[src/rtl/frame_fetcher.sv]
// frame_fetcher
// Write-side producer for the pixel FIFO drained by the VGA timing generator.
// Reads a linear frame memory in raster order (0 .. H_ACTIVE*V_ACTIVE-1,
// wrapping at end of frame) and pushes each returned word into the FIFO a
// fixed MEM_LATENCY+1 cycles after its read was issued. Reads are throttled
// by credit (FIFO fill + reads in flight), so the FIFO can never overflow.
//
// Ports:
//   clk           write-side clock
//   rst           synchronous active-high reset
//   enable        run request, sampled in IDLE and at the last read of a frame
//   mem_rd        memory read strobe, one word per asserted cycle
//   mem_addr      read address, valid while mem_rd=1
//   mem_rdata     read data {R,G,B}, valid MEM_LATENCY cycles after mem_rd
//   fifo_wrusedw  FIFO write-side fill count (may lag by one cycle)
//   fifo_wreq     FIFO write strobe
//   fifo_data     FIFO write data
//   frame_done    one-cycle pulse with the write of the last pixel of a frame
//   busy          high while fetching or draining
module frame_fetcher #(
  parameter int unsigned H_ACTIVE    = 640,
  parameter int unsigned V_ACTIVE    = 480,
  parameter int unsigned ADDR_W      = 19,
  parameter int unsigned MEM_LATENCY = 2,
  parameter int unsigned FIFO_DEPTH  = 512,
  parameter int unsigned USEDW_W     = 10
) (
  input  logic               clk,
  input  logic               rst,
  input  logic               enable,
  output logic               mem_rd,
  output logic [ADDR_W-1:0]  mem_addr,
  input  logic [23:0]        mem_rdata,
  input  logic [USEDW_W-1:0] fifo_wrusedw,
  output logic               fifo_wreq,
  output logic [23:0]        fifo_data,
  output logic               frame_done,
  output logic               busy
);

  localparam int unsigned INF_W = $clog2(FIFO_DEPTH + 1);
  localparam int unsigned SUM_W = USEDW_W + 1;
  localparam logic [ADDR_W-1:0] LAST_PIX   = ADDR_W'(H_ACTIVE * V_ACTIVE - 1);
  localparam logic [SUM_W-1:0]  CREDIT_MAX = SUM_W'(FIFO_DEPTH - 2);

  typedef enum logic [1:0] {S_IDLE, S_FETCH, S_DRAIN} state_t;

  state_t                 state_q, state_d;
  logic [ADDR_W-1:0]      addr_q, addr_d;
  logic [INF_W-1:0]       inflight_q, inflight_d;
  logic [MEM_LATENCY-1:0] vld_q;
  logic [MEM_LATENCY:0]   vld_chain;
  logic [ADDR_W-1:0]      wpix_q;
  logic                   fifo_wreq_q;
  logic                   frame_done_q;
  logic [23:0]            fifo_data_q;
  logic                   credit_ok;
  logic                   rd_arrive;

  // One word of slack below full absorbs the one-cycle lag of fifo_wrusedw.
  // The sum is formed one bit wider than the fill count so it cannot wrap.
  assign credit_ok = ({1'b0, fifo_wrusedw} + SUM_W'(inflight_q)) <= CREDIT_MAX;

  // Valid tag travelling alongside each read; its tail marks the cycle in
  // which mem_rdata belongs to an issued read.
  assign vld_chain = {vld_q, mem_rd};
  assign rd_arrive = vld_q[MEM_LATENCY-1];

  // Reads issued but not yet written into the FIFO.
  always_comb begin
    inflight_d = inflight_q;
    case ({mem_rd, fifo_wreq_q})
      2'b10:   inflight_d = inflight_q + INF_W'(1);
      2'b01:   inflight_d = inflight_q - INF_W'(1);
      default: inflight_d = inflight_q;
    endcase
  end

  // State register.
  always_ff @(posedge clk) begin
    if (rst) begin
      state_q    <= S_IDLE;
      addr_q     <= '0;
      inflight_q <= '0;
    end else begin
      state_q    <= state_d;
      addr_q     <= addr_d;
      inflight_q <= inflight_d;
    end
  end

  // Next-state logic.
  always_comb begin
    state_d = state_q;
    addr_d  = addr_q;
    case (state_q)
      S_IDLE: begin
        if (enable) begin
          state_d = S_FETCH;
          addr_d  = '0;
        end
      end
      S_FETCH: begin
        if (mem_rd) begin
          if (addr_q == LAST_PIX) begin
            // Frame boundary: the only point where a dropped enable is honoured.
            addr_d = '0;
            if (!enable) state_d = S_DRAIN;
          end else begin
            addr_d = addr_q + ADDR_W'(1);
          end
        end
      end
      S_DRAIN: begin
        // Leave as soon as the final outstanding write is on the FIFO port,
        // so busy drops the cycle after the last fifo_wreq.
        if (inflight_d == '0) state_d = S_IDLE;
      end
      default: state_d = S_IDLE;
    endcase
  end

  // Output logic.
  always_comb begin
    mem_rd = 1'b0;
    busy   = 1'b0;
    case (state_q)
      S_FETCH: begin
        mem_rd = credit_ok;
        busy   = 1'b1;
      end
      S_DRAIN: busy = 1'b1;
      default: begin
        mem_rd = 1'b0;
        busy   = 1'b0;
      end
    endcase
  end

  assign mem_addr = addr_q;

  // Return path: register the arriving word into the FIFO write port and
  // count written pixels to flag the end of each frame.
  always_ff @(posedge clk) begin
    if (rst) begin
      vld_q        <= '0;
      fifo_wreq_q  <= 1'b0;
      fifo_data_q  <= '0;
      frame_done_q <= 1'b0;
      wpix_q       <= '0;
    end else begin
      vld_q        <= vld_chain[MEM_LATENCY-1:0];
      fifo_wreq_q  <= rd_arrive;
      frame_done_q <= rd_arrive && (wpix_q == LAST_PIX);
      if (rd_arrive) begin
        fifo_data_q <= mem_rdata;
        wpix_q      <= (wpix_q == LAST_PIX) ? '0 : wpix_q + ADDR_W'(1);
      end
    end
  end

  assign fifo_wreq  = fifo_wreq_q;
  assign fifo_data  = fifo_data_q;
  assign frame_done = frame_done_q;

endmodule
[config.mk]
export PLATFORM = sky130hd
export DESIGN_NAME = frame_fetcher
export DESIGN_NICKNAME = d
export VERILOG_FILES = /design/src/rtl/frame_fetcher.sv
export SDC_FILE = /design/constraint.sdc
export NUM_CORES = 1
export LEC_CHECK = 0
export ABC_AREA = 1
export BUFFER_PORTS_ARGS = -buffer_cell sky130_fd_sc_hd__clkbuf_2
export CAP_MARGIN = 20
export CELL_PAD_IN_SITES_DETAIL_PLACEMENT = 1
export CELL_PAD_IN_SITES_GLOBAL_PLACEMENT = 2
export CORE_UTILIZATION = 34
export CTS_BUF_LIST = sky130_fd_sc_hd__clkbuf_2 sky130_fd_sc_hd__clkbuf_4 sky130_fd_sc_hd__clkbuf_8
export CTS_CLUSTER_DIAMETER = 80
export DETAILED_ROUTE_END_ITERATION = 7
export PLACE_DENSITY_LB_ADDON = 0.1
export SLEW_MARGIN = 10
export SYNTH_ARGS = -nofsm -noshare
export SYNTH_HDL_FRONTEND = slang
export SYNTH_SLANG_ARGS = --single-unit
[constraint.sdc]
create_clock -name clk -period 9.26 [get_ports clk]
set_input_delay 0 -clock clk [delete_from_list [all_inputs] [get_ports clk]]
set_output_delay 0 -clock clk [all_outputs]
set_load 0.02 [all_outputs]
=== Yosys cells after proc, flatten, opt, wreduce, memory -nomap -nowiden ===
Cells that the tools add are included.

* Flip-flop bits (word level): 78
* Bits of input ports: 37

* $add $sub $neg: 5
* $lt $le $gt $ge: 1
* Equality and inequality tests: 11
* Mux-type cells: 14
* Reductions and logical operators: 7

{| class="wikitable"
|+ Operator list
! kind !! number
|-
| two-way mux 19 bit || 4
|-
| adder 19 x 1 -> 19 bit, second input constant || 2
|-
| equality test 19 bit, second input constant || 2
|-
| one-hot mux 19 bit (2 select lines) || 1
|-
| one-hot mux 10 bit (2 select lines) || 1
|-
| adder 10 x 10 -> 11 bit || 1
|-
| less-or-equal comparator 11 x 9 -> 1 bit, second input constant || 1
|-
| adder 10 x 1 -> 10 bit, second input constant || 1
|-
| logical NOT 10 bit || 1
|-
| two-way mux 2 bit || 5
|-
| inequality test 2 bit, second input constant || 5
|-
| subtractor 10 x 1 -> 10 bit, second input constant || 1
|-
| one-hot mux 2 bit (3 select lines) || 1
|-
| AND reduction 5 bit || 1
|-
| equality test 2 x 1 -> 1 bit, second input constant || 2
|-
| equality test 2 bit, second input constant || 2
|-
| AND reduction 3 bit || 1
|-
| logical NOT 2 bit || 1
|-
| two-way mux 1 bit || 2
|-
| nonzero test 2 bit || 1
|-
| OR reduction 2 bit || 1
|-
| logical AND 1 bit || 1
|}

=== Longest topological paths before layout ===
Gate-level depths: netlist of run 1.

* Depth in word-level cells: 8
* Depth in mapped cells: 30

=== Least setup slack after synthesis of run 1 ===
No wires, ideal clock.

* Kind: register to register
* From: reg inflight_q[0]
* To: reg state_q[0]
* Library setup time: 0.115 ns
* Data arrival time: 3.596 ns
* Data required time: 9.145 ns
* Path slack: 5.549 ns
* Cell stages (with the launch flop): 28
* Buffers on the path: 0
* Clock period less this slack: 3.711 ns
* Path through: dfxtp_1 -> ha_1 -> inv_1 -> fa_1 -> inv_1 -> nand2_1 -> nand2_1 -> nand3_1 -> nand2_1 -> nand2_1 -> nand2_1 -> nand2_1 -> nor2_2 -> nand2_2 -> nand3_4 -> ha_1 -> ha_1 -> or2_2 -> nand3_1 -> nand3_1 -> nand3_1 -> nand2_1 -> nor2_1 -> nand3_1 -> o21bai_1 -> nand3_1 -> nand2_1 -> nor2_1

* Cells in the longest elaborated chain, start to end: 8

{| class="wikitable"
|+ Ends and longest elaborated chain
! what !! RTL line !! RTL
|-
| start, declared || 50 || <nowiki>logic [INF_W-1:0] inflight_q, inflight_d;</nowiki>
|-
| start signal, assigned || 88 || <nowiki>inflight_q <= inflight_d;</nowiki>
|-
| adder 10 x 10 -> 11 bit || 62 || <nowiki>assign credit_ok = ({1'b0, fifo_wrusedw} + SUM_W'(inflight_q)) <= CREDIT_MAX;</nowiki>
|-
| less-or-equal comparator 11 x 9 -> 1 bit || 62 ||
|-
| two-way mux 1 bit || 127 || <nowiki>case (state_q)</nowiki>
|-
| equality test 2 x 1 -> 1 bit / equality test 2 bit (equally long branches) || 72 || <nowiki>case ({mem_rd, fifo_wreq_q})</nowiki>
|-
| one-hot mux 10 bit (2 select lines) || 72 ||
|-
| logical NOT 10 bit || 117 || <nowiki>if (inflight_d == '0) state_d = S_IDLE;</nowiki>
|-
| inequality test 2 bit (no source line) || - ||
|-
| AND reduction 5 bit (no source line) * || - ||
|-
| end signal, assigned || 86 || <nowiki>state_q <= state_d;</nowiki>
|-
| end, declared || 48 || <nowiki>state_t state_q, state_d;</nowiki>
|}

Every way passes the cells marked *; elsewhere a longest branch is shown, timed or not.
A chain may end at the register's enable or synchronous reset.

=== Final worst setup path of run 1 ===
Ends and elaborated chain as after synthesis.

==> results of run 1 <==
==> cell usage after synthesis, types with 3 or more instances <==
library cell and count:
sky130_fd_sc_hd__dfxtp_1 78, sky130_fd_sc_hd__nor2_2 5, sky130_fd_sc_hd__nor2_1 114, sky130_fd_sc_hd__ha_1 24
sky130_fd_sc_hd__a21oi_1 46, sky130_fd_sc_hd__o21ai_0 31, sky130_fd_sc_hd__clkbuf_1 12, sky130_fd_sc_hd__nand2_2 3
sky130_fd_sc_hd__buf_2 5, sky130_fd_sc_hd__nand3_2 3, sky130_fd_sc_hd__nand4_1 17, sky130_fd_sc_hd__inv_1 94
sky130_fd_sc_hd__buf_6 3, sky130_fd_sc_hd__xnor2_1 4, sky130_fd_sc_hd__nor4_1 7, sky130_fd_sc_hd__nand2_1 151
sky130_fd_sc_hd__nor3b_1 4, sky130_fd_sc_hd__xor2_1 12, sky130_fd_sc_hd__nor3_1 20, sky130_fd_sc_hd__nand3_1 59
sky130_fd_sc_hd__nand3b_1 5
==> through the flow <==
| step | hold WS [ns] | setup WS [ns] | total power, mW | utilization, % | cell area, sq um |
|---|---|---|---|---|---|
| after CTS | 0.1379 | 4.882 | 1.018 | 43.17 | 5831 |
| after floorplan | 0.1349 | 5.549 | 0.6017 | - | 4783 |
| after global routing | 0.1898 | 4.441 | 1.067 | 43.17 | 5831 |
| after detailed placement | 0.2317 | 4.902 | 0.6759 | 39.52 | 5338 |
| after global placement | 0.2241 | 5.100 | 0.6666 | 39.52 | 5338 |
| final | 0.1486 | 4.946 | 1.004 | 43.17 | 5831 |
==> metal layers <==
layer / part of all wire (%) / vias to the layer above
met1: 48 / 2339
met2: 47 / 73
met5: 0 / -
met4: 1.9 / 0
met3: 3.0 / 18
li1: - / 2540
==> power by group <==
part	total [mW]	internal (mW)	switching (mW)	leakage, nW
Clock	0.330	0.188	0.142	0.124
Combinational	0.298	0.0922	0.206	1.93
Sequential	0.376	0.356	0.0195	0.630
Total	1.00	0.637	0.367	2.68
==> final cells by class <==
cell class | count | area share [%]
Tap cell | 176 | 3.777
Sequential cell | 78 | 26.78
Clock inverter | 6 | 1.974
Inverter | 97 | 6.245
Clock buffer | 10 | 2.361
Timing Repair Buffer | 110 | 11.63
Multi-Input combinational cell | 528 | 47.23
==> kinds of logic (layout without fill, tap and decap cells) <==
kind of cell               count (synthesis)  count (layout)  synth area share, %
DFF                                       78              78                32.64
buffers and inverters                    117             223                9.783
and+or+nand+nor                          400             400                37.88
xor gates and xnor gates                  16              16                2.930
AOI/OAI and AO/OA                         86              86                9.652
adders and majority gates                 26              26                7.115
==> sequential cells by signal (all words and copies together) (netlist names) <==
register	cells
fifo_data	24
mem_addr	19
wpix_q	19
inflight_q	10
state_q	2
vld_q	2
fifo_wreq	1
frame_done	1
==> final timing paths <==
check	startpoint	to	depth (start not counted)
worst max-delay path	inflight_q[0]$_SDFF_PP0_	state_q[0]$_SDFFE_PP0P_	25
worst min-delay path	rst	wpix_q[4]$_SDFFE_PP0P_	3
worst max register to register	inflight_q[0]$_SDFF_PP0_	state_q[0]$_SDFFE_PP0P_	25
worst min register to register	vld_q[0]$_SDFF_PP0_	vld_q[1]$_SDFF_PP0_	2
==> cells in the final DEF, fill, tap and decap left out, drive strengths merged, types with 2 or more instances in the layout <==
master / n
nor4: 8
a21oi: 47
nand3: 63
ha: 24
dfxtp: 78
nor2: 121
nand3b: 5
nand2: 155
xor2: 12
buf: 3
nand4: 18
nor3: 22
inv: 98
nor3b: 4
or2: 3
bufinv: 3
dlygate4sd3: 24
clkbuf: 93
fa: 2
xnor2: 4
o21ai: 33
==> worst max-delay path, stage by stage, from the launching register on <==
cell	delay (ns)
sky130_fd_sc_hd__dfxtp_1	0.45
sky130_fd_sc_hd__ha_1	0.23
sky130_fd_sc_hd__inv_1	0.06
sky130_fd_sc_hd__fa_1	0.44
sky130_fd_sc_hd__nor2_1	0.13
sky130_fd_sc_hd__nand2_1	0.07
sky130_fd_sc_hd__nor2_1	0.08
sky130_fd_sc_hd__nand3_1	0.08
sky130_fd_sc_hd__nor2_1	0.10
sky130_fd_sc_hd__nand2_1	0.07
sky130_fd_sc_hd__nor2_2	0.09
sky130_fd_sc_hd__nand2_2	0.08
sky130_fd_sc_hd__nand3_4	0.09
sky130_fd_sc_hd__ha_1	0.47
sky130_fd_sc_hd__ha_1	0.39
sky130_fd_sc_hd__or2_2	0.34
sky130_fd_sc_hd__nand3_1	0.12
sky130_fd_sc_hd__nand3_1	0.08
sky130_fd_sc_hd__nand3_1	0.11
sky130_fd_sc_hd__nand2_1	0.06
sky130_fd_sc_hd__nor2_1	0.08
sky130_fd_sc_hd__nand3_1	0.08
sky130_fd_sc_hd__o21bai_1	0.27
sky130_fd_sc_hd__nand3_1	0.11
sky130_fd_sc_hd__nand2_1	0.08
sky130_fd_sc_hd__nor2_1	0.05
==> what timing repair did <==
item,4_1_cts,5_1_grt
hold endpoints to repair,24,0
hold buffers,24,0
endpoints found under the setup margin,0,0
==> results list, run 1 <==
- Counting tap cells, the placed design contains a total of 965 instances.
* Port Buf Inserts: 83
- Via Count: 4,970
- At the pin with the least slew margin, the transition time is 1.013 ns.
- After clock tree synthesis, the clock-pin slew on the worst setup and hold paths is 0.09 ns.
* Area used by multi-input combinational logic: 2754 sq um
- In the post-synthesis netlist, the biggest area contributors are sky130_fd_sc_hd__dfxtp_1, sky130_fd_sc_hd__nand2_1, sky130_fd_sc_hd__nor2_1.
- The die covers 14,550 sq um.
- Worst setup path category: register to register
- Final WL: 14.47 mm
- Die Y-Extent: 120.6 um
* Synthesized cell area: approximately 4800 sq um
- At the later pin of the worst-skew pair, clock insertion delay measures ~0.38 ns.
- For this run, the top clock speed supported by timing is around 0.23 GHz.
- In this run the count of I/O pins placed on the die edge is 84.
- The floorplan has between 40 and 50 rows.
- The biggest area contributor in the post-synthesis netlist is sky130_fd_sc_hd__dfxtp_1.
- For this run, global-route usage on met3 was measured as 3.066%.
* Final worst-path cycle share: 46.59%
- Initial detailed-routing violation count: 189
- The worst setup path is launched from a register.
* Sinks on the clock net: 78
- Placeable core region: 13,510 sq um
- Wire length per cell: 14.39 um
- The flow ran to the end, and the final reports show no timing, DRC or antenna violations.
* Skew final: ~0.016 ns
- The initial antenna violation count is 0.
- The clock passes through at most 2 buffers.
- Final count of hold timing violations: 0
* Fraction of layout cells with a size suffix above 1: 15.44%
- At the end of routability-driven placement, the weighted congestion stood at 0.8178.
* Final Non-Filler Cells: 1,005
* Synthesized netlist net count: just under 800
- Worst max-slew margin expressed relative to the limit: 32.40%
- The first TritonRoute pass finished after 4 iterations.
- Post-cts resize count: 0
* Capturing element type of the critical path: register
* Nets@finish: 887
- Final ANT Viol Nets: 0
- Peak supply drop: around 0.11 mV
- In the synthesized netlist the async set-or-reset flop fraction comes to 0%.
- Fill cells in the final layout number 1,810.
- Setup repair after global routing left no endpoint under its margin.
* Post-Syn Instances: 723
* Post-synth cell types: 43
- Leakage power of the design: 2.684 nW
- The synthesized design contains 78 register bits.
* CTS tree: yes
- Number of failing setup endpoints in the final timing report: 0
- From left edge to right edge, the die measures 120.6 um.
- Avg Synthesized Cell Area: 6.616 sq um
- Power spread over the standard cell area amounts to 172.2 nW/um^2.
- After routing, the total negative slack on setup checks comes to 0 ns.
* All-layer global routing usage: 21.15%
* CTS Root Cell: sky130_fd_sc_hd__clkbuf_8
- Layer carrying the most global-route usage: met2
- The setup check on the worst reg-to-reg path leaves a slack of 4.95 ns.
- Of all nets on the critical path, the largest fanout is 10.
* Post-detailed-route DRC marker count: 0
* Met2 Use GR: 35.09%
* Number of slew-limit violations in the final report: 0
- The tool flagged a number of max-cap violations equal to 0.
- Required time of the critical path: 9.54 ns
- Post-CTS timing repair inserted 0 buffers for setup.
- Storage element area: 1562 sq um
* Initial cell density of the core: 35.42%
* Synth top area share: 32.64%
- Via count of the first global-routing pass: 5,048
* Detailed-placement wirelength estimate: 10.53 mm
- Synthesis-to-finish area growth: 21.89%
- Signal arrival time at the worst endpoint: 4.59 ns
- Largest net degree at the start of global routing: 40
- Wire length of the first global-routing pass: about 24 mm
- Yosys printed 0 warnings.
* Gr ovfl total: 0
- Buffers inserted during clock tree synthesis total 9.
* Deepest level of the CTS H-tree: 3
- Sequential-to-total area share from yosys stat: 32.64%
* Post-layout minimum cycle time: 4.314 ns
- The repair_antennas step left the layout with diodes totalling 0.
* Global-route track usage on met1: 27.67%
- Top_reg_cell synth: sky130_fd_sc_hd__dfxtp_1
- Via-per-instance ratio: 4.945
* Number of synthesized flops with an enable pin: 0
* Path category of the worst min-delay check: input pin to register
Note: power is estimated with default switching activity, not from simulation.
==> inputs of run 2 (changes only) <==
--- a/config.mk
+++ b/config.mk
@@ -10,7 +10,7 @@
 export CAP_MARGIN = 20
 export CELL_PAD_IN_SITES_DETAIL_PLACEMENT = 1
 export CELL_PAD_IN_SITES_GLOBAL_PLACEMENT = 2
-export CORE_UTILIZATION = 34
+export CORE_UTILIZATION = 31
 export CTS_BUF_LIST = sky130_fd_sc_hd__clkbuf_2 sky130_fd_sc_hd__clkbuf_4 sky130_fd_sc_hd__clkbuf_8
 export CTS_CLUSTER_DIAMETER = 80
 export DETAILED_ROUTE_END_ITERATION = 7
==> constraint.sdc (replaced) <==
create_clock -name clk -period 4.5 [get_ports clk]
set_input_delay 0 -clock clk [delete_from_list [all_inputs] [get_ports clk]]
set_output_delay 0 -clock clk [all_outputs]
set_load 0.02 [all_outputs]
==> run 2 against run 1 <==
Setup slack worse by 4.4 ns; die area is 9.5% higher; core utilization is 4.8 points lower; sequential power is 110% higher; clock power is 60% higher; fmax is 8.4% higher; critical endpoint unchanged; non-clock buffer count is 1 higher; sequential share of layout area is 0.098 points higher; sequential cell count stayed put; first-iteration DRC count is 9.5% higher; combinational power is 110% higher.
==> results list, run 2 (synthesis results as in run 1) <==
- Deepest level of the CTS H-tree: 3 (unchanged)
* Sinks on the clock net: 78 (unchanged)
* Initial cell density of the core: 31.58% (-3.8 points)
- Path category of the worst min-delay check: input pin to register
- The setup-violating endpoint count in the final report came to 0 (unchanged).
- The flip-flop count of the largest register after layout came to 24 (unchanged).
- The final setup slack of the worst path came to 0.5203 ns (-4.426 ns).
- Clock buffer count from CTS: 9 (unchanged)
* Signal arrival time at the worst endpoint: 4.26 ns (-0.33 ns)
- The slack of the worst reg-to-reg path was 0.52 ns (-4.43 ns).
- The number of detailed-route iterations in the first pass came to 4 (unchanged).
- All-layer global routing usage: 18.82% (-2.3 points)
- Highest achievable clock rate: 0.2513 GHz (+8.4%)
- Final ANT Viol Nets: 0 (unchanged)
* Sort of element at the start of the critical path: register
* Design Area, Final: 5809 sq um (-0.36%)
- Largest net degree at the start of global routing: 40 (unchanged)
- The final non-filler cell total was 1,018 (+1.3%).
- Port Buf Inserts: 83 (unchanged)
* Worst setup path category: register to register
- The share of the clock period used by the worst path is 88.44% (+42 points).
- Max incr delay on CP: 0.45 ns (-0.02 ns)
- Clock insertion delay at the later pin of the skew report: 0.38 ns (about the same)
* Crit-path max FO: 10 (unchanged)
* Number of cells traversed by the worst hold path: 6 (+3)
- Synthesis-to-finish area growth: 21.45%
- TritonCTS built the clock tree.
- Fraction of layout cells with a size suffix above 1: 15.78% (+0.34 points)
* Die Y-Extent: 126.2 um (+4.7%)
- Worst setup timing slack at the placement stage: 0.08802 ns (-4.814 ns)
- The maximum vdd drop was 0.1883 mV (+67%).
* Wire length of the first global-routing pass: 24.15 mm (-1.2%)
- The number of global-route vias before repair was 5,021 (-0.53%).
- The library cell used most frequently in the layout, excluding fill and tap cells, is sky130_fd_sc_hd__nand2_1.
* Via-per-instance ratio: 4.842 (-2.1%)
* CTS Root Cell: sky130_fd_sc_hd__clkbuf_8
- Capturing element type of the critical path: register
- Setup repair after global routing left no endpoint under its margin.
* Final count of hold timing violations: 0 (unchanged)
- Leakage power of the design: 2.654 nW (-1.1%)
* Initial detailed-routing violation count: 207 (+9.5%)
- Floorplan die width: 126.2 um (+4.7%)
- The worst reg2reg path depth came to 26 (+4.0%).
* Pwr per Cell Area: 330.9 nW/um^2 (+92%)
- The minimum period implied by the final worst setup slack came to 3.980 ns (-0.3341 ns).
- Accumulated negative setup slack: 0 ns (unchanged)
- The placed instance count came to 978 (+1.3%).
- The run finished with clean final reports.
- Placeable core region: 15,150 sq um (+12%)
* Gr ovfl total: 0 (unchanged)
- The buffer depth of the longest clock path came to 2 (unchanged).
* Die area: 15,930 sq um (+9.5%)
* Required time of the critical path: 4.78 ns (-4.76 ns)
* Final estimated routing congestion in global placement: 0.7563 (-7.5%)
- Detailed-placement wirelength estimate: 10.52 mm (about the same)
- The worst clock skew came to 0.01635 ns (+0.0001812 ns).
- The number of diodes is 0 (unchanged).
* Worst Max-Slew Pin Slew: 0.9180 ns (-0.09483 ns)
- Commonest non-fill, non-tap cells in the layout: sky130_fd_sc_hd__nand2_1, sky130_fd_sc_hd__nor2_1, sky130_fd_sc_hd__inv_1
- In this design, the critical path's most frequently occurring cell is sky130_fd_sc_hd__nand2_1.
* Final WL: 14.21 mm (-1.8%)
* Total cell area at the placement stage: 5360 sq um (+0.42%)
- Site Rows: 45 (+7.1%)
- IO Count: 84 (unchanged)
- The count of max-cap constraint violations was 0 (unchanged).
- The total number of vias is 4,929 (-0.82%).
* Number of slew-limit violations in the final report: 0 (unchanged)
* Nets@finish: 888 (+0.11%)
* Wire length per cell: 13.96 um (-3.0%)
- Post-detailed-route DRC marker count: 0 (unchanged)
* Worst max-slew margin expressed relative to the limit: 38.80% (+6.4 points)
- CP max-delay cell: sky130_fd_sc_hd__dfxtp_1
* Antenna violations before repair: 0 (unchanged)
- The clock edge transition at the registers on the reported setup and hold paths was 0.09 ns (about the same).
-- run 2: final timing paths --
check                             to                startpoint
max          state_q[0]$_SDFFE_PP0P_  inflight_q[0]$_SDFF_PP0_
min          state_q[0]$_SDFFE_PP0P_                    enable
max reg2reg  state_q[0]$_SDFFE_PP0P_  inflight_q[0]$_SDFF_PP0_
min reg2reg      vld_q[1]$_SDFF_PP0_       vld_q[0]$_SDFF_PP0_
-- run 2: repair_timing --
action                                  in CTS  in global routing
buffers inserted                             0                  0
hold buffers                                24                  0
endpoints found under the setup margin       0                  2
gates resized for setup                      0                  3
endpoints found under the hold margin       24                  0
-- run 2: power breakdown --
part	total, mW	internal, mW	switching [mW]
combinational	0.622	0.196	0.426
sequential	0.774	0.733	0.0400
clock	0.527	0.235	0.291
-- run 2: cell type report --
| class | instances | area (sq um) |
|---|---|---|
| fill | 2001 | 9336 |
| multi-input combinational | 528 | 2770 |
| sequential | 78 | 1562 |
| timing repair buffer | 111 | 685.7 |
| inverter | 97 | 364.1 |
| tap | 188 | 235.2 |
| clock buffer | 11 | 151.4 |
| clock inverter | 5 | 41.29 |
-- run 2: metal layers --
metal	GRT usage, %	part of all wire [%]
met5	0	0
met4	4.961	1.2
met3	4.036	3.1
met2	31.88	46
met1	24.12	49
-- run 2: critical path: cells and delay by family, from the launching register on --
family,cells,cell delay [ns]
AND/OR/NAND/NOR,19,1.89
buffers and inverters,2,0.16
flip-flops,1,0.45
AO/OA/AOI/OAI,1,0.21
adder cells (fa/ha/maj),4,1.19
-- run 2: metrics by stage --
step | hold slack [ns] | utilization, % | total power [mW]
2_1_floorplan | 0.1349 | - | 1.238
3_3_place_gp | 0.2246 | 35.39 | 1.381
3_5_place_dp | 0.2330 | 35.39 | 1.395
4_1_cts | 0.1293 | 38.25 | 1.949
5_1_grt | 0.1671 | 38.36 | 2.053
6_report | 0.1399 | 38.36 | 1.922
==> inputs of run 3 (changes only) <==
--- a/config.mk
+++ b/config.mk
@@ -10,11 +10,11 @@
 export CAP_MARGIN = 20
 export CELL_PAD_IN_SITES_DETAIL_PLACEMENT = 1
 export CELL_PAD_IN_SITES_GLOBAL_PLACEMENT = 2
-export CORE_UTILIZATION = 31
+export CORE_UTILIZATION = 28
 export CTS_BUF_LIST = sky130_fd_sc_hd__clkbuf_2 sky130_fd_sc_hd__clkbuf_4 sky130_fd_sc_hd__clkbuf_8
 export CTS_CLUSTER_DIAMETER = 80
 export DETAILED_ROUTE_END_ITERATION = 7
-export PLACE_DENSITY_LB_ADDON = 0.1
+export PLACE_DENSITY = 0.87
 export SLEW_MARGIN = 10
 export SYNTH_ARGS = -nofsm -noshare
 export SYNTH_HDL_FRONTEND = slang
==> constraint.sdc (replaced) <==
create_clock -name clk -period 3.5 [get_ports clk]
set_input_delay 0 -clock clk [delete_from_list [all_inputs] [get_ports clk]]
set_output_delay 0 -clock clk [all_outputs]
set_load 0.02 [all_outputs]
==> run 3 against run 2 <==
The run now ends with negative setup slack left; cell count grew 7.1%; global-route usage decreased by 1.0 points; via count rose by 3.1%; first-iteration DRC count shrank 20%; critical path depth fell by 1; die area up 11%; combinational power rose by 53%.
==> results list, run 3 (synthesis results as in run 1) <==
- The run finished, with violations left.
- Violated checks: negative setup slack
* Number of maximum-capacitance violations: 0 (unchanged)
- The share of power burned in registers came to 36.4% (-3.8 points).
* Sum of internal, switching and leakage power: 2.727 mW (+42%)
- The library cell used most frequently in the layout, excluding fill and tap cells, is sky130_fd_sc_hd__nand2_1.
* Synthesis-to-finish area growth: 34.19%
* Capturing element type of the critical path: register
- Worst max-slew margin expressed relative to the limit: 39.11% (+0.32 points)
- Crit path setup slack, layout: -0.05042 ns (-0.5708 ns)
- The die area was 17,610 sq um (+11%).
* Crit path top cell by count: sky130_fd_sc_hd__nand2_1
- Deepest clock path buffer count: 2 (unchanged)
- Worst setup path category: register to register
- Count of TritonRoute iterations in the first routing pass: 4 (unchanged)
* Share of total power in combinational logic: 34.8% (+2.4 points)
- Broken down by cell family, the worst path's largest delay share belongs to simple AND/OR/NAND/NOR gates.
- Pwr per Cell Area: 424.8 nW/um^2 (+28%)
- Largest net degree at the start of global routing: 40 (unchanged)
- Final Non-Filler Cells: 1,090 (+7.1%)
- Setup repair after global routing could not meet its margin everywhere.
- Clk network pwr share: 28.8% (+1.4 points)
* Path category of the worst min-delay check: input pin to register
* Worst setup timing slack at the placement stage: -0.2409 ns (-0.3289 ns)
- The cell-internal power came to 1.717 mW (+47%).
- The starting utilization of the core area is 28.74% (-2.8 points).
- Peak supply drop: 0.2739 mV (+45%)
- The placed instance count came to 1,037 (+6.0%).
- The number of diodes came to 0 (unchanged).
- The tree is rooted in a sky130_fd_sc_hd__clkbuf_8.
* Deepest level of the CTS H-tree: 3 (unchanged)
- The total clock buffers created by CTS came to 9 (unchanged).
- The achievable frequency was 0.2817 GHz (+12%).
* Nets@finish: 928 (+4.5%)
- CP max-delay cell: sky130_fd_sc_hd__fa_2
- Clock insertion delay at the later pin of the skew report: 0.37 ns (about the same)
- Clk slew on worst S/H paths: 0.08 ns (about the same)
- The critical path's largest stage delay was 0.43 ns (-0.02 ns).
* Sort of element at the start of the critical path: register
* Post-detailed-route DRC marker count: 0 (unchanged)
- Number of flip-flops under the largest register name: 24 (unchanged)
- The arrival time at the worst endpoint was 3.83 ns (-0.43 ns).
* Required time of the critical path: 3.78 ns (-1.00 ns)
- The die extent in x was 132.7 um (+5.1%).
- Die Y-Extent: 132.7 um (+5.1%)
- Gr ovfl total: 0 (unchanged)
- Final core occ: 38.57% (+0.21 points)
* Via Count: 5,082 (+3.1%)
- The minimum period implied by the final worst setup slack came to 3.550 ns (-0.4292 ns).
- The post-detailed-route wirelength per cell was 13.80 um (-1.2%).
* Sinks on the clock net: 78 (unchanged)
* Wire length of the first global-routing pass: 25.22 mm (+4.4%)
* Number of slew-limit violations in the final report: 0 (unchanged)
- The worst clock skew came to 0.005966 ns (-0.01038 ns).
* IO Count: 84 (unchanged)
- Port Buf Inserts: 83 (unchanged)
- Commonest non-fill, non-tap cells in the layout: sky130_fd_sc_hd__nand2_1, sky130_fd_sc_hd__nor2_1, sky130_fd_sc_hd__inv_1
* Fraction of layout cells with a size suffix above 1: 24.83% (+9.0 points)
* Switching power summed over all nets: 1.010 mW (+33%)
- The number of DRC violations after detailed-routing iteration 0 was 166 (-20%).
- The final routed wirelength across all metal layers came to 15.04 mm (+5.8%).
- The number of hold-slack violations in the final timing report was 0 (unchanged).
- The final RePlAce weighted congestion is 0.8041 (+6.3%).
- Number of failing setup endpoints in the final timing report: 2 (+2)
- Count of buffer and inverter cells on the critical path: 2 (unchanged)
- The net switching fraction of the power is 37.04% (-2.4 points).
- The share of the clock period used by the worst path was 101.4% (+13 points).
- The number of global-route vias before repair came to 5,189 (+3.3%).
* Leakage power of the design: 2.880 nW (+8.5%)
- Final ANT Viol Nets: 0 (unchanged)
- The number of standard-cell rows in the floorplan is 47 (+4.4%).
- Worst Max-Slew Pin Slew: 0.9133 ns (-0.004755 ns)
- Via-per-instance ratio: 4.662 (-3.7%)
- Detailed-placement wirelength estimate: 10.70 mm (+1.7%)
* Crit-path max FO: 6 (-4)
* Placeable core region: 16,640 sq um (+9.9%)
- TritonCTS built the clock tree.
- The total track usage is 17.80% (-1.0 points).
* Antenna violations before repair: 0 (unchanged)
==> run 3: per-stage QoR <==
stage                     setup TNS [ns]  hold WS [ns]  instance area (sq um)
after floorplan                        0        0.1349                   4810
after global placement           -0.2382        0.2217                   5629
after detailed placement         -0.4688        0.2296                   5629
after CTS                       -0.07648        0.1458                   6324
after global routing             -0.6330        0.2096                   6419
final                           -0.09544        0.1631                   6419
==> run 3: layout make-up <==
cell class | count | area [sq um]
fillers | 2127 | 10220
multi-input cells | 528 | 2992
flip-flops and latches | 78 | 1563
repair buffers | 151 | 997.2
inverters | 97 | 364.1
well taps | 220 | 275.3
clock buffers | 11 | 145.1
clock inverters | 5 | 82.58
==> run 3: what timing repair did <==
action / in CTS / in global routing
resized for setup: 29 / 25
setup buffers: 13 / 3
endpoints found under the setup margin: 2 / 5
endpoints found under the hold margin: 24 / 0
hold buffers: 24 / 0
pin swaps: 9 / 12
==> run 3: power groups by stage <==
stage,clock [mW],sequential (mW),combinational (mW)
2_1_floorplan,0,1.04,0.558
3_3_place_gp,0,1.01,0.840
3_5_place_dp,0,1.01,0.852
4_1_cts,0.819,0.992,0.920
5_1_grt,0.855,1.00,1.05
6_report,0.786,0.991,0.949
==> run 3: metal layers <==
layer	part of all wire (%)	global-route usage, %	up-vias
met2	49	31.43	71
met1	46	21.70	2381
met3	4.0	4.751	6
met5	0	0	-
li1	-	-	2624
met4	0.61	3.257	0
==> run 3: final timing paths <==
path,from,to,slack (ns),depth (start not counted)
min,enable,state_q[0]$_SDFFE_PP0P_,0.16,7
min reg2reg,vld_q[0]$_SDFF_PP0_,vld_q[1]$_SDFF_PP0_,0.42,2
max reg2reg,inflight_q[0]$_SDFF_PP0_,state_q[1]$_SDFFE_PP0P_,-0.05,25
max,inflight_q[0]$_SDFF_PP0_,state_q[1]$_SDFFE_PP0P_,-0.05,25
==> run 3: worst min-delay path, stage by stage <==
cell	delay (ns)
sky130_fd_sc_hd__clkbuf_2	0.10
sky130_fd_sc_hd__inv_1	0.06
sky130_fd_sc_hd__nand3_1	0.09
sky130_fd_sc_hd__a21oi_2	0.08
sky130_fd_sc_hd__nand3_2	0.05
sky130_fd_sc_hd__nand2_1	0.04
sky130_fd_sc_hd__nor2_1	0.07
